## src/rtl/serial_pkg.sv

```systemverilog
// Shared definitions for the serial two's-complement datapath: FSM state
// encoding and default frame width, used by the feeder, twos_comp and deser.
package serial_pkg;

    localparam int DEFAULT_WIDTH = 8;

    typedef enum logic [0:0] {
        IDLE  = 1'b0,
        SHIFT = 1'b1
    } state_e;

    // Plain-vector aliases for blocks that keep state in a logic register.
    localparam logic [0:0] ST_IDLE  = 1'(IDLE);
    localparam logic [0:0] ST_SHIFT = 1'(SHIFT);

    function automatic logic f_any_one(input logic [DEFAULT_WIDTH-1:0] w);
        return |w;
    endfunction

endpackage

```

## src/rtl/serial_out_reg.sv

```systemverilog
// One-entry valid/ready holding register. Accepts a word when empty or being
// drained this cycle; otherwise the word is dropped and overrun is latched.
module serial_out_reg
    import serial_pkg::*;
#(
    parameter int WIDTH = DEFAULT_WIDTH
) (
    input  logic             clk,
    input  logic             rst,
    input  logic             load_i,
    input  logic [WIDTH-1:0] data_i,
    input  logic             ready_i,
    output logic [WIDTH-1:0] word_o,
    output logic             valid_o,
    output logic             nonzero_o,
    output logic             overrun_o
);

    logic [WIDTH-1:0] word_q, word_d;
    logic             valid_q, valid_d;
    logic             nonzero_q, nonzero_d;
    logic             overrun_q, overrun_d;
    logic             free_s;

    assign free_s = !valid_q || ready_i;

    // Next-state: load when free, drop-and-flag when full, clear on drain.
    always_comb begin
        word_d    = word_q;
        valid_d   = valid_q;
        nonzero_d = nonzero_q;
        overrun_d = overrun_q;
        if (load_i) begin
            if (free_s) begin
                word_d    = data_i;
                valid_d   = 1'b1;
                nonzero_d = |data_i;
            end else begin
                overrun_d = 1'b1;
            end
        end else if (valid_q && ready_i) begin
            valid_d = 1'b0;
        end else begin
            valid_d = valid_q;
        end
    end

    // State registers.
    always_ff @(posedge clk or posedge rst) begin
        if (rst) begin
            word_q    <= '0;
            valid_q   <= 1'b0;
            nonzero_q <= 1'b0;
            overrun_q <= 1'b0;
        end else begin
            word_q    <= word_d;
            valid_q   <= valid_d;
            nonzero_q <= nonzero_d;
            overrun_q <= overrun_d;
        end
    end

    assign word_o    = word_q;
    assign valid_o   = valid_q;
    assign nonzero_o = nonzero_q;
    assign overrun_o = overrun_q;

endmodule

```

## src/rtl/serial_word_deser.sv

```systemverilog
// Collects an LSB-first serial bit stream into WIDTH-bit words and hands them
// to a one-entry valid/ready output register, flagging framing errors.
module serial_word_deser
    import serial_pkg::*;
#(
    parameter int WIDTH = DEFAULT_WIDTH,
    parameter int CNT_W = $clog2(WIDTH)
) (
    input  logic             clk,
    input  logic             rst,
    input  logic             frame_start,
    input  logic             bit_valid,
    input  logic             bit_in,
    output logic [WIDTH-1:0] word_out,
    output logic             word_valid,
    input  logic             word_ready,
    output logic             word_nonzero,
    output logic             busy,
    output logic             frame_err,
    output logic             overrun
);

    logic [0:0]       state_q, state_d;
    logic [CNT_W-1:0] cnt_q, cnt_d;
    logic [WIDTH-1:0] shreg_q, shreg_d;
    logic             frame_err_q, frame_err_d;
    logic [WIDTH-1:0] shifted_s;
    logic             done_s;

    assign shifted_s = {bit_in, shreg_q[WIDTH-1:1]};

    // FSM, bit counter and shift register next-state.
    always_comb begin
        state_d     = state_q;
        cnt_d       = cnt_q;
        shreg_d     = shreg_q;
        frame_err_d = 1'b0;
        done_s      = 1'b0;
        case (state_q)
            ST_IDLE: begin
                if (bit_valid && frame_start) begin
                    shreg_d = shifted_s;
                    cnt_d   = CNT_W'(1);
                    state_d = ST_SHIFT;
                end else begin
                    state_d = ST_IDLE;
                end
            end
            ST_SHIFT: begin
                if (bit_valid && frame_start) begin
                    // Restart: the stale partial bits shift out over the new frame.
                    frame_err_d = 1'b1;
                    shreg_d     = shifted_s;
                    cnt_d       = CNT_W'(1);
                end else if (bit_valid) begin
                    shreg_d = shifted_s;
                    if (cnt_q == CNT_W'(WIDTH - 1)) begin
                        done_s  = 1'b1;
                        cnt_d   = '0;
                        state_d = ST_IDLE;
                    end else begin
                        cnt_d = cnt_q + CNT_W'(1);
                    end
                end else begin
                    state_d = ST_SHIFT;
                end
            end
            default: begin
                state_d = ST_IDLE;
                cnt_d   = '0;
            end
        endcase
    end

    // State registers.
    always_ff @(posedge clk or posedge rst) begin
        if (rst) begin
            state_q     <= ST_IDLE;
            cnt_q       <= '0;
            shreg_q     <= '0;
            frame_err_q <= 1'b0;
        end else begin
            state_q     <= state_d;
            cnt_q       <= cnt_d;
            shreg_q     <= shreg_d;
            frame_err_q <= frame_err_d;
        end
    end

    assign busy      = (state_q == ST_SHIFT);
    assign frame_err = frame_err_q;

    serial_out_reg #(.WIDTH(WIDTH)) u_out_reg (
        .clk       (clk),
        .rst       (rst),
        .load_i    (done_s),
        .data_i    (shifted_s),
        .ready_i   (word_ready),
        .word_o    (word_out),
        .valid_o   (word_valid),
        .nonzero_o (word_nonzero),
        .overrun_o (overrun)
    );

endmodule

```

## config.mk

```make
export PLATFORM = sky130hd
export DESIGN_NAME = serial_word_deser
export DESIGN_NICKNAME = d
export VERILOG_FILES = /design/src/rtl/serial_pkg.sv /design/src/rtl/serial_out_reg.sv /design/src/rtl/serial_word_deser.sv
export SDC_FILE = /design/constraint.sdc
export NUM_CORES = 1
export LEC_CHECK = 0
export BUFFER_PORTS_ARGS = -buffer_cell sky130_fd_sc_hd__buf_2
export CAP_MARGIN = 10
export CORE_UTILIZATION = 59
export CTS_BUF_LIST = sky130_fd_sc_hd__clkbuf_8
export DETAILED_ROUTE_END_ITERATION = 6
export HOLD_SLACK_MARGIN = 0.02
export PLACE_DENSITY = 0.82
export SETUP_SLACK_MARGIN = 0.15
export SLEW_MARGIN = 5
export SYNTH_ARGS = -nofsm -noshare
export SYNTH_HDL_FRONTEND = slang
export SYNTH_SLANG_ARGS = --single-unit
```

## constraint.sdc

```tcl
create_clock -name clk -period 3.59 [get_ports clk]
set_input_delay 0.718 -clock clk [delete_from_list [all_inputs] [get_ports clk]]
set_output_delay 0.718 -clock clk [all_outputs]
set_load 0.005 [all_outputs]
```

==> results.py, run 1 <==
metrics = {
    "timing": {
        "skew_ns": 0.00132,
        "rsz0062_at_grt": "no",
        "slew_viol_final": 0,
        "slew-limit-headroom": 0.456,
        "worst_pin_slew_ns": 0.815,
        "setup_viol": 0,
        "min_period_over_period": 0.527,
        "tns_ns": 0,
        "hold_violations": 0,
        "period_minus_slack_ns": 1.89,
        "setup_ws_ns": 1.70,
        "fmax_mhz": 529,
    },
    "logic_synthesis": {
        "synth_cell_types": 19,
        "synth_top_cell_by_area": "dfrtp_1",
        "syn_inst": 63,
        "synth_top_area_share": 0.598,
        "seq_area_frac_synth": 0.598,
        "syn-num-nets": 71,
        "ys_ff_latch": 23,
        "synth_warnings": 0,
        "synth_area_leaders": "dfrtp_1, mux2_4, mux2_2, ha_1, nand2_1",
        "netlist_area_um2": 962,
        "avgSynthCellArea_um2": 15.3,
    },
    "route": {
        "wl_per_cell_um": 13.4,
        "drt.antenna.violating_nets": 0,
        "drc": 0,
        "via_per_inst": 5.46,
        "drt-total-wl_um": 1340,
        "vias": 546,
        "drtIter0Drc": 6,
        "firstDrtPassIters": 3,
    },
    "run_status": {
        "status": "complete, no violations",
    },
    "worst_hold_path": {
        "min_from": "u_out_reg.overrun_o",
        "whs_endpoint": "u_out_reg.overrun_o",
        "min_path_cells": 1,
        "min_path_type": "reg -> reg",
    },
    "die": {
        "dieArea_mm2": 0.00180,
        "die_x_um": 42.4,
        "initial_core_util": 0.639,
        "pin_count": 19,
        "std_cell_rows": 14,
        "die_h_um": 42.4,
        "fp.coreArea_mm2": 0.00151,
    },
    "worst_setup_path": {
        "critPathKind": "reg -> reg",
        "r2r_cells": 5,
        "cp_max_fo": 9,
        "worstPathRequired_ns": 3.73,
        "regToRegEndpoint": "u_out_reg.word_o[7]",
        "r2r_start": "cnt_q[0]",
        "critPathArrivalTime_ns": 2.03,
        "setup.worst_path.end_class": "register",
        "rrSetupSlack_ns": 1.70,
        "crit_path_start_kind": "register",
    },
    "clock_network": {
        "cts_setup_buffers": 0,
        "cts_resized": 0,
        "clockBufferDepth": 2,
        "numCtsBuffers": 3,
        "clkTransAtPathRegs_ns": 0.07,
        "cts.sinks": 23,
        "cts_tree": "built",
        "hold_buffers": 0,
        "h-tree-depth": 1,
        "root_buffer": "clkbuf_8",
        "clock_latency_ns": 0.25,
    },
    "layout": {
        "layout-drive-gt1-share": 0.500,
        "synthToLayoutAreaGrowth_pct": 15.0,
        "fin_nets": 93,
        "diodes": 0,
    },
    "grt": {
        "grt_max_degree": 24,
        "gr-total-overflow": 0,
        "met1_usage": 0.271,
        "antenna_found_initial": 0,
        "grt_util_met3": 0.0431,
        "grt_pass1_wl_um": 2290,
        "met2_usage": 0.225,
        "grt_use_total": 0.175,
        "grt_pass1_vias": 506,
        "busiest_layer": "met1",
    },
    "place": {
        "post-place-ws_ns": 1.50,
        "numPortBuffers": 18,
        "gp_congestion": 0.751,
        "hpwl_um": 953,
    },
    "power": {
        "clkPwrFrac": 0.246,
        "combPwrFrac": 0.178,
        "pwr-share-seq": 0.576,
        "p_per_area_mw_per_mm2": 547,
        "vdd_drop_max_v": 0.000325,
        "p_int_mw": 0.456,
        "power_switching_mw": 0.149,
        "p_leak_nw": 0.577,
        "swShare": 0.246,
    },
    "flow_run": {
        "cap_violations": 0,
    },
}
[critical path, cell delays in order, from the launching register on]
cell and delay [ns]:
dfrtp_1 0.38, ha_1 0.16, ha_1 0.20, nand4b_2 0.16, nor2b_2 0.52, mux2_4 0.35
[how the worst max path moves through the flow]
stage,from,to,slack (ns),depth (start not counted)
finish,cnt_q[0],u_out_reg.word_o[7],1.70,5
global route,cnt_q[0],u_out_reg.word_o[5],1.55,5
CTS,cnt_q[0],u_out_reg.word_o[7],1.68,5
detailed placement,frame_start,u_out_reg.word_o[7],1.50,4
global placement,frame_start,u_out_reg.word_o[7],1.52,4
floorplan,frame_start,u_out_reg.nonzero_o,1.95,4
[cell families (layout without fill, tap and decap cells)]
logic type      after synthesis  after routing  synth area share
simple gates                 14             14            0.0871
fa+ha+maj                     2              2            0.0260
flops                        23             23             0.598
mux                          16             16             0.222
buf+inv                       2             23            0.0156
compound gates                6              6            0.0507
[synthesized netlist by cell type]
cell type / number
nand2_1: 6
a22o_2: 1
nor2_1: 1
mux2_2: 7
and3_2: 1
buf_6: 1
a22o_1: 2
ha_1: 2
nor3b_1: 1
mux2_4: 9
o21ai_2: 1
nand4b_2: 1
nor4_1: 2
dfrtp_1: 23
inv_1: 1
nand2b_1: 1
nor2b_2: 1
o21bai_1: 1
o21ai_0: 1
[per-layer routing]
metal | vias to the layer above | routed length, um
met5 | - | 0
met4 | 0 | 9
met3 | 2 | 54
met2 | 13 | 544
met1 | 261 | 729
li1 | 270 | -
[sequential cells by signal, indices dropped and copies added, names as in the netlist]
signal               count
u_out_reg.word_o         8
shreg_q                  7
cnt_q                    3
busy                     1
frame_err                1
u_out_reg.nonzero_o      1
u_out_reg.overrun_o      1
u_out_reg.valid_o        1
[metrics by stage]
stage                     area (um2)  power [mW]  hold slack (ns)  std cells  utilization
final                           1110       0.605            0.473        100        0.734
after global routing            1110       0.635            0.480        100        0.734
after CTS                       1110       0.613            0.478        100        0.734
after detailed placement        1060       0.461            0.457         96        0.704
after global placement          1060       0.457            0.464         96        0.704
after floorplan                  962       0.419            0.468         63            -
[power by group through the flow]
stage          combinational (mW)  sequential [mW]  clock [mW]
2_1_floorplan              0.0728            0.346           0
3_3_place_gp                0.104            0.353           0
3_5_place_dp                0.108            0.353           0
4_1_cts                     0.109            0.349       0.155
5_1_grt                     0.120            0.355       0.161
6_report                    0.107            0.349       0.149
[placed cells by master (no fill, tap or decap)]
| cell type | instances |
|---|---|
| o21ai_0 | 1 |
| mux2_4 | 9 |
| clkbuf_8 | 3 |
| nand2b_1 | 1 |
| ha_1 | 2 |
| nand4b_2 | 1 |
| o21ai_2 | 1 |
| nor2_1 | 1 |
| dfrtp_1 | 23 |
| o21bai_1 | 1 |
| nor2b_2 | 1 |
| mux2_2 | 7 |
| nand2_1 | 6 |
| and3_2 | 1 |
| nor3b_1 | 1 |
| inv_1 | 2 |
| nor4_1 | 2 |
| a22o_1 | 2 |
| a22o_2 | 1 |
| buf_2 | 18 |
[area by class of cell]
cell class	instances	area, um2
clock buffers	3	41.3
clock inverters	1	3.75
fillers	106	400
well taps	16	20.0
repair buffers	18	90.1
multi-input cells	38	372
flip-flops and latches	23	576
inverters	1	3.75
(Power assumes the default switching activity.)
==> run 2: changes to the inputs <==
Settings changed: ABC_AREA from default to 1, CORE_UTILIZATION 59 to 55, PLACE_DENSITY 0.82 to 0.77.
Clock period 3.59 ns to 1.74 ns, I/O delays scaled along.
==> run 2 against run 1 <==
The run now ends with DRC left. Non-clock buffer count rose by 1. Clock skew fell by 0.00086 ns. Critical endpoint is now u_out_reg.word_o[5]. Critical path depth rose by 1. Synthesized cell count rose by 73%. Final cell count rose by 47%. Fmax rose by 34%. Combinational power rose by 98%. Routed wire length rose by 21%. Largest cell class unchanged.
==> results.py, run 2 <==
metrics = {
    "run_status": {
        "status": "finished with violations",
        "violations": "DRC",
    },
    "power": {
        "swShare": 0.276,
        "vdd_drop_max_v": 0.000637,
        "pwr-share-seq": 0.566,
        "p_leak_nw": 0.669,
        "p_int_mw": 0.872,
        "clkPwrFrac": 0.258,
        "p_per_area_mw_per_mm2": 1080,
        "p_total_mw": 1.20,
        "power_switching_mw": 0.332,
        "combPwrFrac": 0.176,
    },
    "die": {
        "std_cell_rows": 14,
        "dieArea_mm2": 0.00192,
        "pin_count": 19,
        "initial_core_util": 0.610,
        "die_x_um": 43.8,
        "fp.coreArea_mm2": 0.00158,
        "die_h_um": 43.8,
    },
    "worst_setup_path": {
        "worstSetupPathDepth": 6,
        "slowest_stage": "dfrtp_1",
        "cp_num_buf_inv": 0,
        "crit_path_start_kind": "register",
        "rrSetupSlack_ns": 0.33,
        "r2r_cells": 6,
        "regToRegEndpoint": "u_out_reg.word_o[5]",
        "critPathArrivalTime_ns": 1.61,
        "cp_max_fo": 9,
        "critical_path.top_delay_family": "simple AND/OR/NAND/NOR gates",
        "critPathKind": "reg -> reg",
        "critical_path.max_stage_delay_ns": 0.37,
        "worstPathRequired_ns": 1.94,
        "crit_chain": "ha_1 -> ha_1 -> nand4_1 -> nor2_4 -> nand2_1 -> nand2_1",
        "setup.worst_path.end_class": "register",
        "r2r_start": "cnt_q[0]",
    },
    "logic_synthesis": {
        "synth_enable_flop_cells": 0,
        "synth_cell_types": 14,
        "synth_area_leaders": "dfrtp_1, nand2_1, inv_1, o21ai_0, ha_1",
        "ys_ff_latch": 23,
        "seq_area_frac_synth": 0.598,
        "synth_top_area_share": 0.598,
        "synth_flop_cell": "dfrtp_1",
        "async_flop_share": 1.00,
        "syn-num-nets": 117,
        "syn_inst": 109,
        "synthTopCellsByCount": "nand2_1, dfrtp_1, inv_1",
        "avgSynthCellArea_um2": 8.83,
        "synth_top_cell_by_area": "dfrtp_1",
        "synth.most_common_cell": "nand2_1",
        "synth_warnings": 0,
        "netlist_area_um2": 962,
    },
    "clock_network": {
        "root_buffer": "clkbuf_8",
        "h-tree-depth": 1,
        "numCtsBuffers": 3,
        "hold_buffers": 0,
        "clkTransAtPathRegs_ns": 0.08,
        "cts.sinks": 23,
        "clockBufferDepth": 2,
        "cts_tree": "built",
        "clock_latency_ns": 0.25,
        "cts_setup_buffers": 0,
    },
    "timing": {
        "fmax_mhz": 709,
        "setup_viol": 0,
        "hold_ws_ns": 0.114,
        "slew-limit-headroom": 0.814,
        "slew_viol_final": 0,
        "period_minus_slack_ns": 1.41,
        "min_period_over_period": 0.811,
        "worst_pin_slew_ns": 0.279,
        "setup_ws_ns": 0.330,
        "rsz0062_at_grt": "no",
        "skew_ns": 0.000463,
        "tns_ns": 0,
        "hold_violations": 0,
    },
    "layout": {
        "synthToLayoutAreaGrowth_pct": 16.3,
        "layout-drive-gt1-share": 0.198,
        "stdcell_count": 147,
        "final_cell_mix": "nand2_1, dfrtp_1, buf_2",
        "largest_reg_flops": 8,
        "multi_input_area_um2": 332,
        "fin_nets": 140,
        "mostFrequentLayoutCell": "nand2_1",
        "regArea_um2": 576,
        "diodes": 0,
        "fillers": 121,
    },
    "grt": {
        "gr-total-overflow": 0,
        "grt_pass1_wl_um": 2740,
        "grt_pass1_vias": 645,
        "grt_max_degree": 24,
        "antenna_found_initial": 0,
        "grt_use_total": 0.202,
    },
    "route": {
        "firstDrtPassIters": 6,
        "vias": 746,
        "drc": 2,
        "wl_per_cell_um": 11.1,
        "via_per_inst": 5.07,
        "drt-total-wl_um": 1630,
        "drtIter0Drc": 21,
        "drt.antenna.violating_nets": 0,
    },
    "flow_run": {
        "cap_violations": 0,
    },
    "place": {
        "hpwl_um": 1190,
        "dp_cells": 143,
        "numPortBuffers": 18,
        "gp_congestion": 0.771,
        "post-place-ws_ns": 0.287,
    },
    "worst_hold_path": {
        "min_path_type": "in -> async",
    },
}
run 2: cell count changes in the layout (fill, tap and decap cells not counted), sizes merged, moves of 2 or more:
cell,delta
a22o,-3
inv,+12
mux2,-16
nand2,+47
nor2,+4
nor4,-2
o21ai,+6
run 2: kinds of logic after synthesis:
logic type,count (synthesis),share of synthesized area
adder cells (fa/ha/maj),2,0.0260
AND/OR/NAND/NOR,60,0.256
flip-flops,23,0.598
AO/OA/AOI/OAI,10,0.0572
buffers and inverters,14,0.0624
run 2: layout make-up:
class,count,area share
timing repair buffer,19,0.0872
clock buffer,3,0.0369
clock inverter,1,0.00336
multi-input combinational,72,0.296
sequential,23,0.515
inverter,13,0.0436
tap,16,0.0179
run 2: how the worst max path moves through the flow:
stage                           to  startpoint  slack [ns]
3_3_place_gp   u_out_reg.word_o[1]    cnt_q[0]        0.36
4_1_cts        u_out_reg.word_o[4]    cnt_q[0]        0.26
3_5_place_dp   u_out_reg.word_o[5]    cnt_q[0]        0.29
2_1_floorplan  u_out_reg.nonzero_o    cnt_q[0]        0.48
6_report       u_out_reg.word_o[5]    cnt_q[0]        0.33
5_1_grt        u_out_reg.word_o[5]    cnt_q[0]        0.15
run 2: worst reg2reg max path, delay by kind of cell, from the launching register on:
family                   cells  cell delay [ns]
AND/OR/NAND/NOR              4             0.61
adder cells (fa/ha/maj)      2             0.38
flip-flops                   1             0.37
run 2: layer usage:
layer / track usage / part of all wire
met1: 0.267 / 0.48
met2: 0.310 / 0.46
met3: 0.0500 / 0.045
met4: 0.100 / 0.012
met5: 0 / 0
run 2: through the flow:
stage          cell area (um2)   util
6_report                  1120  0.710
5_1_grt                   1120  0.710
4_1_cts                   1110  0.706
3_5_place_dp              1070  0.678
3_3_place_gp              1070  0.678
2_1_floorplan              962      -
run 2: repair_timing:
action | CTS | global route
hold endpoints to repair | 0 | 0
endpoints found under the setup margin | 0 | 9
resized for setup | 0 | 1
run 2: power by group through the flow:
stage | Sequential (mW) | Clock [mW] | Combinational, mW
final | 0.681 | 0.311 | 0.212
after global routing | 0.692 | 0.342 | 0.248
after CTS | 0.681 | 0.319 | 0.215
after detailed placement | 0.692 | 0 | 0.213
after global placement | 0.686 | 0 | 0.206
after floorplan | 0.683 | 0 | 0.133
==> run 3: changes to the inputs <==
Settings changed: CORE_UTILIZATION 55 to 50, PLACE_DENSITY 0.77 to 0.73.
Clock period 1.74 ns to 1.2 ns, I/O delays scaled along.
==> run 3 against run 2 <==
The run ends with setup timing left. Count of clock-buffer cells in the layout did not move. Highest routed layer unchanged. Global-route usage grew 0.91 points. Critical path type unchanged. First-iteration DRC count fell by 24%. Critical path depth unchanged. Via count up 4.0%. Largest power group unchanged. Final cell count rose by 12%. Clock skew grew 0.0069 ns. Clock power increased by 49%. Worst setup slack worse by 0.45 ns. Register-to-register slack worse by 0.45 ns. Sequential cell count is the same. Die area is 9.5% higher.
==> results.py, run 3 (synthesized netlist as in run 2, its figures left out) <==
metrics = {
    "power": {
        "p_leak_nw": 0.714,
        "vdd_drop_max_v": 0.000824,
        "p_per_area_mw_per_mm2": 1470,
        "p_total_mw": 1.82,
    },
    "grt": {
        "grt_pass1_vias": 681,
        "grt_pass1_wl_um": 3110,
        "antenna_found_initial": 0,
        "grt_use_total": 0.211,
        "gr-total-overflow": 0,
        "grt_max_degree": 24,
    },
    "layout": {
        "fin_area_mm2": 0.00124,
        "largest_reg_flops": 8,
        "final_cell_mix": "nand2_1, dfrtp_1, buf_2",
        "diodes": 0,
        "synthToLayoutAreaGrowth_pct": 28.5,
        "utilization": 0.701,
        "mostFrequentLayoutCell": "nand2_1",
        "fin_nets": 149,
        "layout-drive-gt1-share": 0.279,
        "stdcell_count": 165,
    },
    "place": {
        "numPortBuffers": 18,
        "post-place-ws_ns": -0.0795,
        "gp_congestion": 0.714,
        "placed_area_mm2": 0.00111,
        "dp_cells": 154,
        "hpwl_um": 1210,
    },
    "clock_network": {
        "clock_latency_ns": 0.26,
        "numCtsBuffers": 3,
        "root_buffer": "clkbuf_8",
        "h-tree-depth": 1,
        "cts.sinks": 23,
        "cts_tree": "built",
        "clkTransAtPathRegs_ns": 0.08,
        "clockBufferDepth": 2,
    },
    "worst_hold_path": {
        "min_path_type": "in -> reg",
    },
    "worst_setup_path": {
        "setup.worst_path.end_class": "register",
        "cp_max_fo": 5,
        "crit_path_start_kind": "register",
        "worstPathRequired_ns": 1.40,
        "critPathArrivalTime_ns": 1.52,
        "critPathKind": "reg -> reg",
    },
    "route": {
        "drt-total-wl_um": 1940,
        "vias": 776,
        "via_per_inst": 4.70,
        "drt.antenna.violating_nets": 0,
        "drc": 0,
        "wl_per_cell_um": 11.7,
        "firstDrtPassIters": 4,
        "drtIter0Drc": 16,
    },
    "die": {
        "std_cell_rows": 15,
        "pin_count": 19,
        "die_h_um": 45.9,
        "die_x_um": 45.9,
        "dieArea_mm2": 0.00210,
        "initial_core_util": 0.545,
        "fp.coreArea_mm2": 0.00176,
    },
    "timing": {
        "min_period_over_period": 1.10,
        "setup_ws_ns": -0.125,
        "period_minus_slack_ns": 1.32,
        "slew-limit-headroom": 0.806,
        "hold_violations": 0,
        "hold_ws_ns": 0.202,
        "rsz0062_at_grt": "yes",
        "fmax_mhz": 755,
        "setup_viol": 11,
        "slew_viol_final": 0,
        "skew_ns": 0.00741,
        "worst_pin_slew_ns": 0.290,
        "tns_ns": -1.14,
    },
    "run_status": {
        "status": "finished with violations",
        "violations": "setup timing",
    },
    "flow_run": {
        "cap_violations": 0,
    },
}
run 3: changes by cell type in the layout (fill, tap and decap cells not counted), sizes merged:
cell,before,now
nor2,5,6
nand2,53,54
buf,19,25
dlygate4sd3,0,1
run 3: where the power goes:
part	switching (mW)	internal, mW	total, mW
clock network	0.236	0.228	0.464
logic	0.191	0.171	0.362
registers	0.0883	0.903	0.992
total	0.515	1.30	1.82
run 3: area by class of cell:
cell class	instances	area (um2)
sequential	23	576
tap	25	31.3
multi-input combinational	74	373
inverter	13	48.8
timing repair buffer	26	163
clock inverter	1	3.75
clock buffer	3	41.3
fill	153	528
run 3: metal layers:
metal,up-vias,share of wire,GRT usage
li1,396,-,-
met1,351,0.48,0.283
met2,25,0.47,0.344
met3,4,0.044,0.0357
met4,0,0.0088,0.0706
met5,-,0,0
run 3: critical path, cell delays in order, from the launching register on:
cell and delay [ns]:
dfrtp_1 0.37, ha_2 0.20, ha_4 0.13, nand4_1 0.20, nor2_4 0.22, nand2_2 0.08
nand2_1 0.06
run 3: worst paths after layout:
path | start | to | slack (ns) | cells after the start
worst max-delay path | cnt_q[1] | u_out_reg.word_o[4] | -0.12 | 6
worst min-delay path | bit_in | u_out_reg.word_o[7] | 0.20 | 3
min in group asynchronous | rst | u_out_reg.nonzero_o | 0.55 | 4
worst max register to register | cnt_q[1] | u_out_reg.word_o[4] | -0.12 | 6
worst min register to register | shreg_q[1] | u_out_reg.word_o[0] | 0.47 | 2
max in group asynchronous | rst | cnt_q[2] | 0.42 | 4
run 3: what timing repair did:
action,4_1_cts,5_1_grt
buffers inserted,2,2
cloned,2,0
resized for setup,6,1
hold buffers,1,0
setup endpoints to repair,23,23
endpoints found under the hold margin,23,0
pin swaps,7,5
